--- config.mk ---
export PLATFORM = sky130hd
export DESIGN_NAME = btn_debounce
export DESIGN_NICKNAME = d
export VERILOG_FILES = /design/src/rtl/btn_debounce.sv
export SDC_FILE = /design/constraint.sdc
export NUM_CORES = 1
export LEC_CHECK = 0
export BUFFER_PORTS_ARGS = -buffer_cell sky130_fd_sc_hd__buf_2
export CELL_PAD_IN_SITES_DETAIL_PLACEMENT = 0
export CELL_PAD_IN_SITES_GLOBAL_PLACEMENT = 1
export CORE_MARGIN = 10
export CORE_UTILIZATION = 49
export CTS_BUF_LIST = sky130_fd_sc_hd__clkbuf_8
export DETAILED_ROUTE_END_ITERATION = 10
export PLACE_DENSITY = 0.88
export SLEW_MARGIN = 20
export SYNTH_ARGS = -nofsm -noshare
export SYNTH_HDL_FRONTEND = slang
export SYNTH_SLANG_ARGS = --single-unit
--- constraint.sdc ---
create_clock -name clk_16mhz -period 2.15 [get_ports clk_16mhz]
set_input_delay 0.215 -clock clk_16mhz [delete_from_list [all_inputs] [get_ports clk_16mhz]]
set_output_delay 0.215 -clock clk_16mhz [all_outputs]
set_load 0.02 [all_outputs]
--- src/rtl/btn_debounce.sv ---
// -----------------------------------------------------------------------------
// btn_debounce
//
// Conditions the raw, asynchronous, active-low user button. The pin is
// synchronised, debounced, and turned into a clean pressed level plus
// single-cycle event pulses (press, release, short click, long press and,
// optionally, auto-repeat). Downstream logic uses these outputs in place of
// the raw pin.
//
// Optional feature macro: BTN_REPEAT_EN
//   defined   : btn_repeat pulses every REPEAT_CYCLES while the button stays
//               held after a long press.
//   undefined : btn_repeat is tied to 0 and no repeat counter is built.
//
// Ports
//   clk_16mhz   in   system clock, 16 MHz
//   rst_n       in   synchronous active-low reset
//   btn_usr     in   raw button pin, asynchronous, 0 = pressed
//   btn_level   out  debounced level, 1 = pressed
//   btn_press   out  one-cycle pulse on debounced press
//   btn_release out  one-cycle pulse on debounced release
//   btn_short   out  one-cycle pulse on release before the long threshold
//   btn_long    out  one-cycle pulse when the hold reaches LONG_PRESS_CYCLES
//   btn_repeat  out  one-cycle auto-repeat pulse (0 without BTN_REPEAT_EN)
//
// Timing
//   The first clock edge that samples a stable new btn_usr value is cycle 0.
//   The internal debounced level flips at edge 1 + DEBOUNCE_CYCLES; all
//   outputs are registered, so btn_level and any pulse tied to that change
//   appear together at edge 2 + DEBOUNCE_CYCLES and pulses last one cycle.
// -----------------------------------------------------------------------------
module btn_debounce #(
  parameter int DEBOUNCE_CYCLES   = 160000,
  parameter int LONG_PRESS_CYCLES = 16000000,
  parameter int REPEAT_CYCLES     = 4000000
) (
  input  logic clk_16mhz,
  input  logic rst_n,
  input  logic btn_usr,
  output logic btn_level,
  output logic btn_press,
  output logic btn_release,
  output logic btn_short,
  output logic btn_long,
  output logic btn_repeat
);

  localparam int DB_W   = $clog2(DEBOUNCE_CYCLES + 1);
  localparam int HOLD_W = $clog2(LONG_PRESS_CYCLES + 1);

  localparam logic [DB_W-1:0]   DB_LAST   = DB_W'(DEBOUNCE_CYCLES - 1);
  localparam logic [HOLD_W-1:0] HOLD_LAST = HOLD_W'(LONG_PRESS_CYCLES - 1);

  // Elaboration-time parameter sanity checks.
  if (DEBOUNCE_CYCLES < 2) begin : g_bad_debounce
    $error("btn_debounce: DEBOUNCE_CYCLES must be >= 2");
  end
  if (LONG_PRESS_CYCLES < 1) begin : g_bad_long
    $error("btn_debounce: LONG_PRESS_CYCLES must be >= 1");
  end
  if (REPEAT_CYCLES < 1) begin : g_bad_repeat
    $error("btn_debounce: REPEAT_CYCLES must be >= 1");
  end

  typedef enum logic [1:0] {
    IDLE      = 2'd0,
    HELD      = 2'd1,
    LONG_HELD = 2'd2
  } state_t;

  // ---------------------------------------------------------------------------
  // Two-flop synchroniser. Flops reset to 1 (button released) so a button
  // held through reset is seen as a fresh press that must be debounced.
  // ---------------------------------------------------------------------------
  logic sync_0;
  logic sync_1;
  logic s;

  always_ff @(posedge clk_16mhz) begin
    if (!rst_n) begin
      sync_0 <= 1'b1;
      sync_1 <= 1'b1;
    end else begin
      sync_0 <= btn_usr;
      sync_1 <= sync_0;
    end
  end

  // Active-high pressed sample.
  assign s = ~sync_1;

  // ---------------------------------------------------------------------------
  // Debounce counter. Counts consecutive cycles where the synchronised sample
  // disagrees with the debounced level; any agreeing cycle (a bounce) restarts
  // the count from zero.
  // ---------------------------------------------------------------------------
  logic            deb;
  logic [DB_W-1:0] db_cnt;

  always_ff @(posedge clk_16mhz) begin
    if (!rst_n) begin
      deb    <= 1'b0;
      db_cnt <= '0;
    end else if (s != deb) begin
      if (db_cnt == DB_LAST) begin
        deb    <= ~deb;
        db_cnt <= '0;
      end else begin
        db_cnt <= db_cnt + 1'b1;
      end
    end else begin
      db_cnt <= '0;
    end
  end

  // btn_level is the registered copy of deb, so a difference between the two
  // marks the single cycle in which the debounced level has just changed.
  logic rise;
  logic fall;

  assign rise = deb & ~btn_level;
  assign fall = ~deb & btn_level;

  // ---------------------------------------------------------------------------
  // Press classification FSM.
  // ---------------------------------------------------------------------------
  state_t              state;
  state_t              state_nxt;
  logic [HOLD_W-1:0]   hold_cnt;
  logic [HOLD_W-1:0]   hold_nxt;
  logic                press_nxt;
  logic                release_nxt;
  logic                short_nxt;
  logic                long_nxt;
  logic                repeat_nxt;

  always_comb begin
    state_nxt   = state;
    hold_nxt    = hold_cnt;
    press_nxt   = 1'b0;
    release_nxt = 1'b0;
    short_nxt   = 1'b0;
    long_nxt    = 1'b0;

    case (state)
      IDLE: begin
        if (rise) begin
          state_nxt = HELD;
          hold_nxt  = '0;
          press_nxt = 1'b1;
        end
      end

      HELD: begin
        // The hold count tops out at LONG_PRESS_CYCLES, which the counter
        // width holds, because HELD is always left on the threshold cycle.
        hold_nxt = hold_cnt + 1'b1;
        // Release wins over the long threshold when both land on one cycle.
        if (fall) begin
          state_nxt   = IDLE;
          release_nxt = 1'b1;
          short_nxt   = 1'b1;
        end else if (hold_cnt == HOLD_LAST) begin
          state_nxt = LONG_HELD;
          long_nxt  = 1'b1;
        end
      end

      LONG_HELD: begin
        if (fall) begin
          state_nxt   = IDLE;
          release_nxt = 1'b1;
        end
      end

      default: begin
        state_nxt = IDLE;
      end
    endcase
  end

`ifdef BTN_REPEAT_EN
  // ---------------------------------------------------------------------------
  // Auto-repeat counter. Held at zero outside LONG_HELD, so it is already
  // clear on entry and no repeat can coincide with the btn_long cycle. A
  // release on a repeat boundary suppresses that final repeat.
  // ---------------------------------------------------------------------------
  localparam int                REP_W    = $clog2(REPEAT_CYCLES + 1);
  localparam logic [REP_W-1:0]  REP_LAST = REP_W'(REPEAT_CYCLES - 1);

  logic [REP_W-1:0] rep_cnt;
  logic [REP_W-1:0] rep_nxt;

  always_comb begin
    rep_nxt    = '0;
    repeat_nxt = 1'b0;
    if (state == LONG_HELD && !fall) begin
      if (rep_cnt == REP_LAST) begin
        repeat_nxt = 1'b1;
        rep_nxt    = '0;
      end else begin
        rep_nxt = rep_cnt + 1'b1;
      end
    end
  end

  always_ff @(posedge clk_16mhz) begin
    if (!rst_n) begin
      rep_cnt <= '0;
    end else begin
      rep_cnt <= rep_nxt;
    end
  end
`else
  assign repeat_nxt = 1'b0;
`endif

  // ---------------------------------------------------------------------------
  // State and registered outputs.
  // ---------------------------------------------------------------------------
  always_ff @(posedge clk_16mhz) begin
    if (!rst_n) begin
      state       <= IDLE;
      hold_cnt    <= '0;
      btn_level   <= 1'b0;
      btn_press   <= 1'b0;
      btn_release <= 1'b0;
      btn_short   <= 1'b0;
      btn_long    <= 1'b0;
      btn_repeat  <= 1'b0;
    end else begin
      state       <= state_nxt;
      hold_cnt    <= hold_nxt;
      btn_level   <= deb;
      btn_press   <= press_nxt;
      btn_release <= release_nxt;
      btn_short   <= short_nxt;
      btn_long    <= long_nxt;
      btn_repeat  <= repeat_nxt;
    end
  end

endmodule

==> results of run 1 <==
==> flip-flops by register name (all words and copies together) (netlist names) <==
name         count
btn_long         1
db_cnt          18
btn_short        1
btn_level        1
sync_0           1
deb              1
hold_cnt        24
state            2
sync_1           1
btn_press        1
btn_release      1
==> path summary, 6_finish.rpt <==
path / to / slack, ps
setup / recovery: hold_cnt[17]$_SDFFE_PN0P_ / 160
hold / removal: sync_0$_SDFF_PN1_ / 90
setup reg to reg: hold_cnt[17]$_SDFFE_PN0P_ / 160
hold reg to reg: sync_1$_SDFF_PN1_ / 450
==> logic make-up (layout without fill, tap and decap cells) <==
kind of cell    after synthesis  count (layout)  share of synthesized area [%]
flops                        52              52                           39.8
other cells                   1               1                          0.143
compound gates               52              52                           13.7
buf+inv                      25              32                           4.88
xor+xnor                     20              20                           6.69
mux                           6               6                           2.34
simple gates                132             132                           30.1
fa+ha+maj                     5               5                           2.39
==> metrics by stage <==
step           utilization, %  instance area (µm²)  instances
2_1_floorplan               -                 2620        293
3_3_place_gp             52.4                 2690        362
3_5_place_dp             52.4                 2690        362
4_1_cts                  54.6                 2810        370
5_1_grt                  54.6                 2810        370
6_report                 54.6                 2810        370
==> worst max-delay path: cells and delay by family (launching register included) <==
kind | cells | cell delay, ps
AND/OR/NAND/NOR | 2 | 920
buffers and inverters | 1 | 80
AO/OA/AOI/OAI | 2 | 300
flip-flops | 1 | 390
adder cells (fa/ha/maj) | 1 | 230
==> per-layer routing <==
layer  part of all wire [%]  vias up
met2                     48       13
met4                   0.79        0
met5                      0        -
met3                    2.2        4
li1                       -     1081
met1                     49     1018
==> power groups by stage <==
stage          Sequential, W  Clock (W)  Combinational (W)
5_1_grt             0.000975   0.000742          0.0000918
3_5_place_dp        0.000996          0          0.0000800
4_1_cts             0.000973   0.000702          0.0000804
2_1_floorplan       0.000995          0          0.0000577
3_3_place_gp        0.000996          0          0.0000792
6_report            0.000973   0.000694          0.0000795
==> area by class of cell <==
| class | count | area [µm²] |
|---|---|---|
| repair buffers | 11 | 65.1 |
| inverters | 13 | 48.8 |
| clock buffers | 5 | 68.8 |
| clock inverters | 3 | 46.3 |
| well taps | 70 | 87.6 |
| flip-flops and latches | 52 | 1040 |
| multi-input cells | 216 | 1450 |
| fillers | 527 | 2330 |
==> placed cells by master (no fill, tap or decap), types with 3 or more instances in the layout <==
cell type / instances
and3_1: 4
inv_1: 13
and4_1: 3
ha_1: 5
xor2_1: 8
a21oi_1: 14
nand2_1: 20
o31ai_1: 9
o211ai_1: 7
clkbuf_8: 5
dfxtp_1: 52
mux2i_1: 5
buf_2: 7
o2111ai_1: 5
nor2_1: 31
xnor2_1: 12
and2_1: 4
buf_4: 4
nor3_1: 6
nor4_1: 8
nand4_1: 6
or4_1: 10
o21ai_0: 3
nand3_1: 10
nand2b_1: 5
==> impl_metrics.yaml, run 1 <==
run_status:
  status: "completed"
clock_tree:
  cts_buffers: 5
  clk_latency_ps: 310
  hold_buffers: 0
  cts_setup_buffers: 0
  cts_sinks: 52
  ctsLongestPathBuffers: 2
  cts_tree: "built"
  cts_resized: 0
  cts.root.buffer_cell: "clkbuf_8"
  htree_levels: 2
  clk_pin_slew_ps: 100
sta:
  fin_tns_setup_ps: 0
  maxSlewViolCount: 0
  rsz0062_at_grt: "false"
  fmax_mhz: 503
  fin_ws_ps: 160
  hold_slack_ps: 88.7
  finalHoldViolations: 0
  min_period_over_period_pct: 92.5
  finalCriticalPeriod_ps: 1990
  finalSetupViolCount: 0
  finalClockSkew_ps: 11.4
detailed_routing:
  drt-initial-drc-count: 152
  routed_wl_mm: 5.09
  drc_errors: 0
  dr_total_vias: 2116
  wl_per_cell_um: 13.7
  first_pass_iters: 4
  ant_nets: 0
  via_per_inst: 5.72
run:
  max_cap_viol_count: 0
synth:
  synth_nets: 301
  synth.area.top_cells: "dfxtp_1 40%, nor2_1 4.4%, xnor2_1 4.0%"
  yosysUniqueCellTypes: 57
  synth.most_common_cell: "dfxtp_1"
  synth_top_flop_cell: "dfxtp_1"
  syn_area_per_cell_um2: 8.93
  synth_top_area_cell: "dfxtp_1"
  synth_cells: 293
  ys_async_sr_fraction_pct: 0
  syn_area_um2: 2620
  yosysTopAreaCellShare_pct: 39.8
  yosys-top-cells-count: "52 x dfxtp_1, 31 x nor2_1, 20 x nand2_1"
  synth-seq-cells: 52
  yosysWarningCount: 0
  synth_edf_count: 0
  ys_seq_area_share_pct: 39.8
global_routing:
  grtUsageMet3_pct: 3.36
  grt_max_degree: 18
  grt_pass1_vias: 1964
  grt_util_all_layers_pct: 12.3
  busiest_layer: "met2"
  groute.layer.met1.usage_pct: 15.6
  grt_pass1_wl_mm: 9.01
  grtUsageMet2_pct: 20.0
  grt.overflow.total: 0
  antenna_found_initial: 0
critical_path:
  worstPathCellList: "inv_1 -> ha_1 -> and2b_2 -> o21ai_1 -> or4_1 -> a21oi_1"
  critPathKind: "reg2reg"
  endpoint_kind: "flop"
  critical_path.startpoint: "state[0]$_SDFFE_PN0P_"
  critical_path_required_ps: 2390
  crit_path_start_kind: "flop"
  crit_fanout: 14
  cpPeakStageDelay_ps: 530
  r2r_start: "state[0]$_SDFFE_PN0P_"
  worstRegToRegCells: 6
  crit_slowest_cell: "or4_1"
  arrival_ps: 2230
power:
  p_leak_nw: 0.919
  p_sw_share_pct: 22.7
  pwr-share-comb_pct: 4.6
  peakVddDrop_mv: 0.455
  p_per_area_nw_per_um2: 622
  internal_power_w: 0.00135
  power_frac_seq_pct: 55.7
  total_power_w: 0.00175
  p_sw_w: 0.000397
  pwr-share-clk_pct: 39.7
place:
  hpwl_mm: 3.72
  routabilityCongestion: 0.790
  place_ws_ps: 182
  io_buffers: 7
floorplanning:
  die-area_um2: 8670
  placementRows: 26
  io_pins: 9
  core_um2: 5140
  start_util_pct: 50.9
  die_h_um: 93.1
  chipWidth_um: 93.1
finish:
  drive_gt1_share_pct: 12.3
  syn_to_final_growth_pct: 7.22
  nets: 307
  antennaDiodeCount: 0
hold_path:
  hp-start: "btn_usr"
  min_path_type: "in2reg"
  min_delay_path_depth: 2
Power figures use the tool's default switching activity.
==> run 2, diff against run 1 <==
--- a/config.mk
+++ b/config.mk
@@ -9,10 +9,11 @@
 export CELL_PAD_IN_SITES_DETAIL_PLACEMENT = 0
 export CELL_PAD_IN_SITES_GLOBAL_PLACEMENT = 1
 export CORE_MARGIN = 10
-export CORE_UTILIZATION = 49
+export CORE_UTILIZATION = 53
 export CTS_BUF_LIST = sky130_fd_sc_hd__clkbuf_8
 export DETAILED_ROUTE_END_ITERATION = 10
-export PLACE_DENSITY = 0.88
+export GPL_TIMING_DRIVEN = 1
+export PLACE_DENSITY = 0.94
 export SLEW_MARGIN = 20
 export SYNTH_ARGS = -nofsm -noshare
 export SYNTH_HDL_FRONTEND = slang
==> constraint.sdc (replaced) <==
create_clock -name clk_16mhz -period 2.3 [get_ports clk_16mhz]
set_input_delay 0.23 -clock clk_16mhz [delete_from_list [all_inputs] [get_ports clk_16mhz]]
set_output_delay 0.23 -clock clk_16mhz [all_outputs]
set_load 0.02 [all_outputs]
==> run 2 against run 1 <==
Flip-flop and latch count unchanged. Critical path depth unchanged. Register-to-register slack improved by 110 ps. Sequential share of layout area grew 0.28 points. Maximum frequency fell by 2.0%. Sequential power down 6.5%. Hold slack improved by 13 ps. Power fell by 12%. Non-clock buffer count is the same. Via count down 0.57%. First-iteration DRC count is 21% lower. Critical path type unchanged. Largest cell class unchanged. Highest routed layer unchanged.
==> impl_metrics.yaml, run 2 (synthesized netlist as in run 1, its figures left out) <==
floorplanning:
  die_h_um: 90.3
  core_um2: 4750
  chipWidth_um: 90.3
  start_util_pct: 55.1
  die-area_um2: 8150
  placementRows: 25
  io_pins: 9
global_routing:
  grt.overflow.total: 0
  grt_pass1_vias: 1869
  grt_util_all_layers_pct: 12.5
  grt_pass1_wl_mm: 8.79
  antenna_found_initial: 0
  grt_max_degree: 17
clock_tree:
  cts_tree: "built"
  htree_levels: 2
  cts_resized: 0
  hold_buffers: 0
  ctsLongestPathBuffers: 2
  cts_sinks: 52
  clk_latency_ps: 310
  cts_buffers: 5
  cts.root.buffer_cell: "clkbuf_8"
  cts_setup_buffers: 0
  clk_pin_slew_ps: 100
finish:
  largest-register: "hold_cnt"
  drive_gt1_share_pct: 12.3
  antennaDiodeCount: 0
  fin_area_um2: 2790
  nets: 307
  largest_reg_flops: 24
  final_common_cell: "dfxtp_1"
  reg_top3: "hold_cnt: 24 flops, db_cnt: 18 flops, state: 2 flops"
  mostFrequentLayoutCells: "52 x dfxtp_1, 31 x nor2_1, 20 x nand2_1"
  syn_to_final_growth_pct: 6.41
sta:
  min_period_over_period_pct: 88.2
  finalHoldViolations: 0
  maxSlewViolCount: 0
  finalClockSkew_ps: 10.1
  fmax_mhz: 493
  fin_tns_setup_ps: 0
  finalCriticalPeriod_ps: 2030
  hold_slack_ps: 102
  finalSetupViolCount: 0
  rsz0062_at_grt: "false"
place:
  routabilityCongestion: 0.828
  place_area_um2: 2690
  io_buffers: 7
  hpwl_mm: 3.55
run:
  max_cap_viol_count: 0
run_status:
  status: "completed"
hold_path:
  min_delay_path_depth: 2
  min_path_type: "in2reg"
critical_path:
  r2r_start: "state[0]$_SDFFE_PN0P_"
  ff2ff_setup_slack_ps: 270
  cp.buffers_inverters: 1
  critPathCapture: "hold_cnt[17]$_SDFFE_PN0P_"
  critical_path.startpoint: "state[0]$_SDFFE_PN0P_"
  worstRegToRegCells: 6
  cpPeakStageDelay_ps: 540
  crit_fanout: 14
  endpoint_kind: "flop"
  crit_path_start_kind: "flop"
  worstPathCellList: "inv_1 -> ha_1 -> and2b_2 -> o21ai_1 -> or4_1 -> a21oi_1"
  critical_path_required_ps: 2540
  cp_top_family: "simple AND/OR/NAND/NOR gates"
  timing.rr.end: "hold_cnt[17]$_SDFFE_PN0P_"
  cp_num_cells: 6
  arrival_ps: 2270
  critPathKind: "reg2reg"
  crit_slowest_cell: "or4_1"
detailed_routing:
  wl_per_cell_um: 13.6
  first_pass_iters: 4
  ant_nets: 0
  via_per_inst: 5.73
  top_layer: "met4"
  route.met2.wl_mm: 2.26
  routed_wl_mm: 4.98
  wl_met1_mm: 2.47
  drc_errors: 0
  dr_total_vias: 2104
  met3WireLength_um: 218
  drt-initial-drc-count: 120
power:
  total_power_w: 0.00153
  p_per_area_nw_per_um2: 551
  p_leak_nw: 0.908
  peakVddDrop_mv: 0.316
==> run 2: changes by cell type in the layout (fill, tap and decap cells not counted) <==
cell / delta
bufinv_16: -1
clkbuf_8: +1
clkinvlp_4: +1
inv_6: -1
==> run 2: how the worst min path moves through the flow <==
| stage | endpoint | startpoint | slack (ps) |
|---|---|---|---|
| 6_report | sync_0$_SDFF_PN1_ | btn_usr | 100 |
| 3_3_place_gp | sync_1$_SDFF_PN1_ | sync_0$_SDFF_PN1_ | 400 |
| 3_5_place_dp | sync_1$_SDFF_PN1_ | sync_0$_SDFF_PN1_ | 410 |
| 5_1_grt | sync_0$_SDFF_PN1_ | btn_usr | 90 |
| 2_1_floorplan | sync_0$_SDFF_PN1_ | btn_usr | 330 |
| 4_1_cts | sync_0$_SDFF_PN1_ | btn_usr | 100 |
==> run 2: routing by layer <==
| layer | up-vias | track usage [%] |
|---|---|---|
| li1 | 1079 | - |
| met1 | 976 | 16.5 |
| met2 | 45 | 19.1 |
| met3 | 4 | 3.49 |
| met4 | 0 | 3.98 |
| met5 | - | 0 |
==> run 2: worst reg2reg max path, delay by kind of cell (launching register included) <==
kind | cells | cell delay, ps
compound gates | 2 | 320
fa+ha+maj | 1 | 230
buf+inv | 1 | 80
flops | 1 | 400
simple gates | 2 | 930
==> run 2: layout make-up <==
cell class                      count  area [µm²]
Fill cell                         435        1970
Clock buffer                        6        82.6
Tap cell                           67        83.8
Sequential cell                    52        1040
Multi-Input combinational cell    216        1450
Clock inverter                      2        15.0
Timing Repair Buffer               11        65.1
Inverter                           13        48.8
==> run 2: where the power goes <==
part	internal [W]	switching [W]	leakage, nW
logic	0.0000283	0.0000486	0.445
registers	0.000905	0.00000479	0.419
clock network	0.000244	0.000303	0.0434
total	0.00118	0.000356	0.908
==> run 2: stage by stage <==
step | worst slack, ps | util, % | cells
5_1_grt | 138 | 58.6 | 367
4_1_cts | 288 | 58.6 | 367
2_1_floorplan | 488 | - | 293
3_5_place_dp | 321 | 56.5 | 359
3_3_place_gp | 406 | 56.5 | 359
6_report | 270 | 58.6 | 367
==> run 3, diff against run 2 <==
--- a/config.mk
+++ b/config.mk
@@ -8,7 +8,7 @@
 export BUFFER_PORTS_ARGS = -buffer_cell sky130_fd_sc_hd__buf_2
 export CELL_PAD_IN_SITES_DETAIL_PLACEMENT = 0
 export CELL_PAD_IN_SITES_GLOBAL_PLACEMENT = 1
-export CORE_MARGIN = 10
+export CORE_MARGIN = 4
 export CORE_UTILIZATION = 53
 export CTS_BUF_LIST = sky130_fd_sc_hd__clkbuf_8
 export DETAILED_ROUTE_END_ITERATION = 10
==> run 3 against run 2 <==
Non-clock buffer count unchanged. Global-route usage rose by 5.3 points. Sequential power hardly changed. Largest power group unchanged.
==> impl_metrics.yaml, run 3 (synthesized netlist as in run 1, its figures left out) <==
detailed_routing:
  dr_total_vias: 2065
  via_per_inst: 5.63
  drt-initial-drc-count: 131
  drc_errors: 0
  wl_per_cell_um: 13.6
  ant_nets: 0
  routed_wl_mm: 4.99
  first_pass_iters: 4
sta:
  fin_tns_setup_ps: 0
  min_period_over_period_pct: 85.7
  rsz0062_at_grt: "false"
  fmax_mhz: 508
  maxSlewViolCount: 0
  finalCriticalPeriod_ps: 1970
  finalHoldViolations: 0
  fin_ws_ps: 330
  hold_slack_ps: 98.2
  finalClockSkew_ps: 7.95
  finalSetupViolCount: 0
global_routing:
  grt.overflow.total: 0
  grt_pass1_wl_mm: 8.94
  grt_max_degree: 17
  antenna_found_initial: 0
  grt_util_all_layers_pct: 17.8
  grt_pass1_vias: 1929
clock_tree:
  clk_latency_ps: 310
  htree_levels: 2
  cts_resized: 0
  cts_setup_buffers: 0
  cts.root.buffer_cell: "clkbuf_8"
  ctsLongestPathBuffers: 2
  clk_pin_slew_ps: 100
  cts_sinks: 52
  cts_buffers: 5
  cts_tree: "built"
  hold_buffers: 0
critical_path:
  crit_path_start_kind: "flop"
  critical_path_required_ps: 2540
  crit_fanout: 14
  critPathKind: "reg2reg"
  arrival_ps: 2210
  endpoint_kind: "flop"
floorplanning:
  die-area_um2: 6130
  die_h_um: 78.3
  start_util_pct: 55.1
  placementRows: 25
  io_pins: 9
  core_um2: 4750
  chipWidth_um: 78.3
finish:
  antennaDiodeCount: 0
  mostFrequentLayoutCells: "52 x dfxtp_1, 31 x nor2_1, 20 x nand2_1"
  final_util_pct: 58.6
  layout.cells.non_filler: 367
  syn_to_final_growth_pct: 6.36
  largest-register: "hold_cnt"
  drive_gt1_share_pct: 12.3
  nets: 307
  largest_reg_flops: 24
  num-fill-cells: 430
  final_common_cell: "dfxtp_1"
  reg_top3: "hold_cnt: 24 flops, db_cnt: 18 flops, state: 2 flops"
hold_path:
  min_path_type: "in2reg"
run_status:
  status: "completed"
place:
  routabilityCongestion: 0.846
  place_ws_ps: 369
  hpwl_mm: 3.58
  io_buffers: 7
  place_inst: 359
power:
  p_leak_nw: 0.916
  peakVddDrop_mv: 0.378
  p_per_area_nw_per_um2: 554
run:
  max_cap_viol_count: 0
-- run 3: cell types whose count changed in the layout (fill, tap and decap cells not counted) --
| cell | change |
|---|---|
| clkinvlp_4 | -2 |
| clkinv_2 | +1 |
| inv_6 | +1 |
-- run 3: through the flow --
stage	cell area, µm²	power (W)
after floorplan	2620	0.000984
after global placement	2690	0.00100
after detailed placement	2690	0.00101
after CTS	2780	0.00156
after global routing	2780	0.00161
final	2780	0.00154
-- run 3: worst paths after layout --
path                    startpoint                        end  slack (ps)  cells past startpoint
min reg2reg      sync_0$_SDFF_PN1_          sync_1$_SDFF_PN1_         440                      1
max reg2reg  state[0]$_SDFFE_PN0P_  hold_cnt[17]$_SDFFE_PN0P_         330                      6
min                        btn_usr          sync_0$_SDFF_PN1_         100                      2
max          state[0]$_SDFFE_PN0P_  hold_cnt[17]$_SDFFE_PN0P_         330                      6
-- run 3: layout make-up --
type / instances / area, µm² / share of cell area (%)
multi-input cells: 216 / 1450 / 52.0
flip-flops and latches: 52 / 1040 / 37.4
well taps: 67 / 83.8 / 3.01
clock buffers: 6 / 82.6 / 2.97
repair buffers: 11 / 65.1 / 2.34
inverters: 13 / 48.8 / 1.75
clock inverters: 2 / 13.8 / 0.494
-- run 3: power breakdown --
part | switching (W) | internal [W]
logic | 0.0000467 | 0.0000285
clock network | 0.000311 | 0.000247
registers | 0.00000459 | 0.000905
-- run 3: critical path, cell delays in order, from the launching register on --
cell and delay [ps]:
dfxtp_1 390, inv_1 80, ha_1 220, and2b_2 380
o21ai_1 160, or4_1 530, a21oi_1 140
-- run 3: layer usage --
layer	vias to the layer above	wire, µm	global-route usage [%]
met4	0	46	5.07
met2	29	2300	28.3
met3	6	171	4.24
li1	1077	-	-
met1	953	2480	24.0
met5	-	0	0
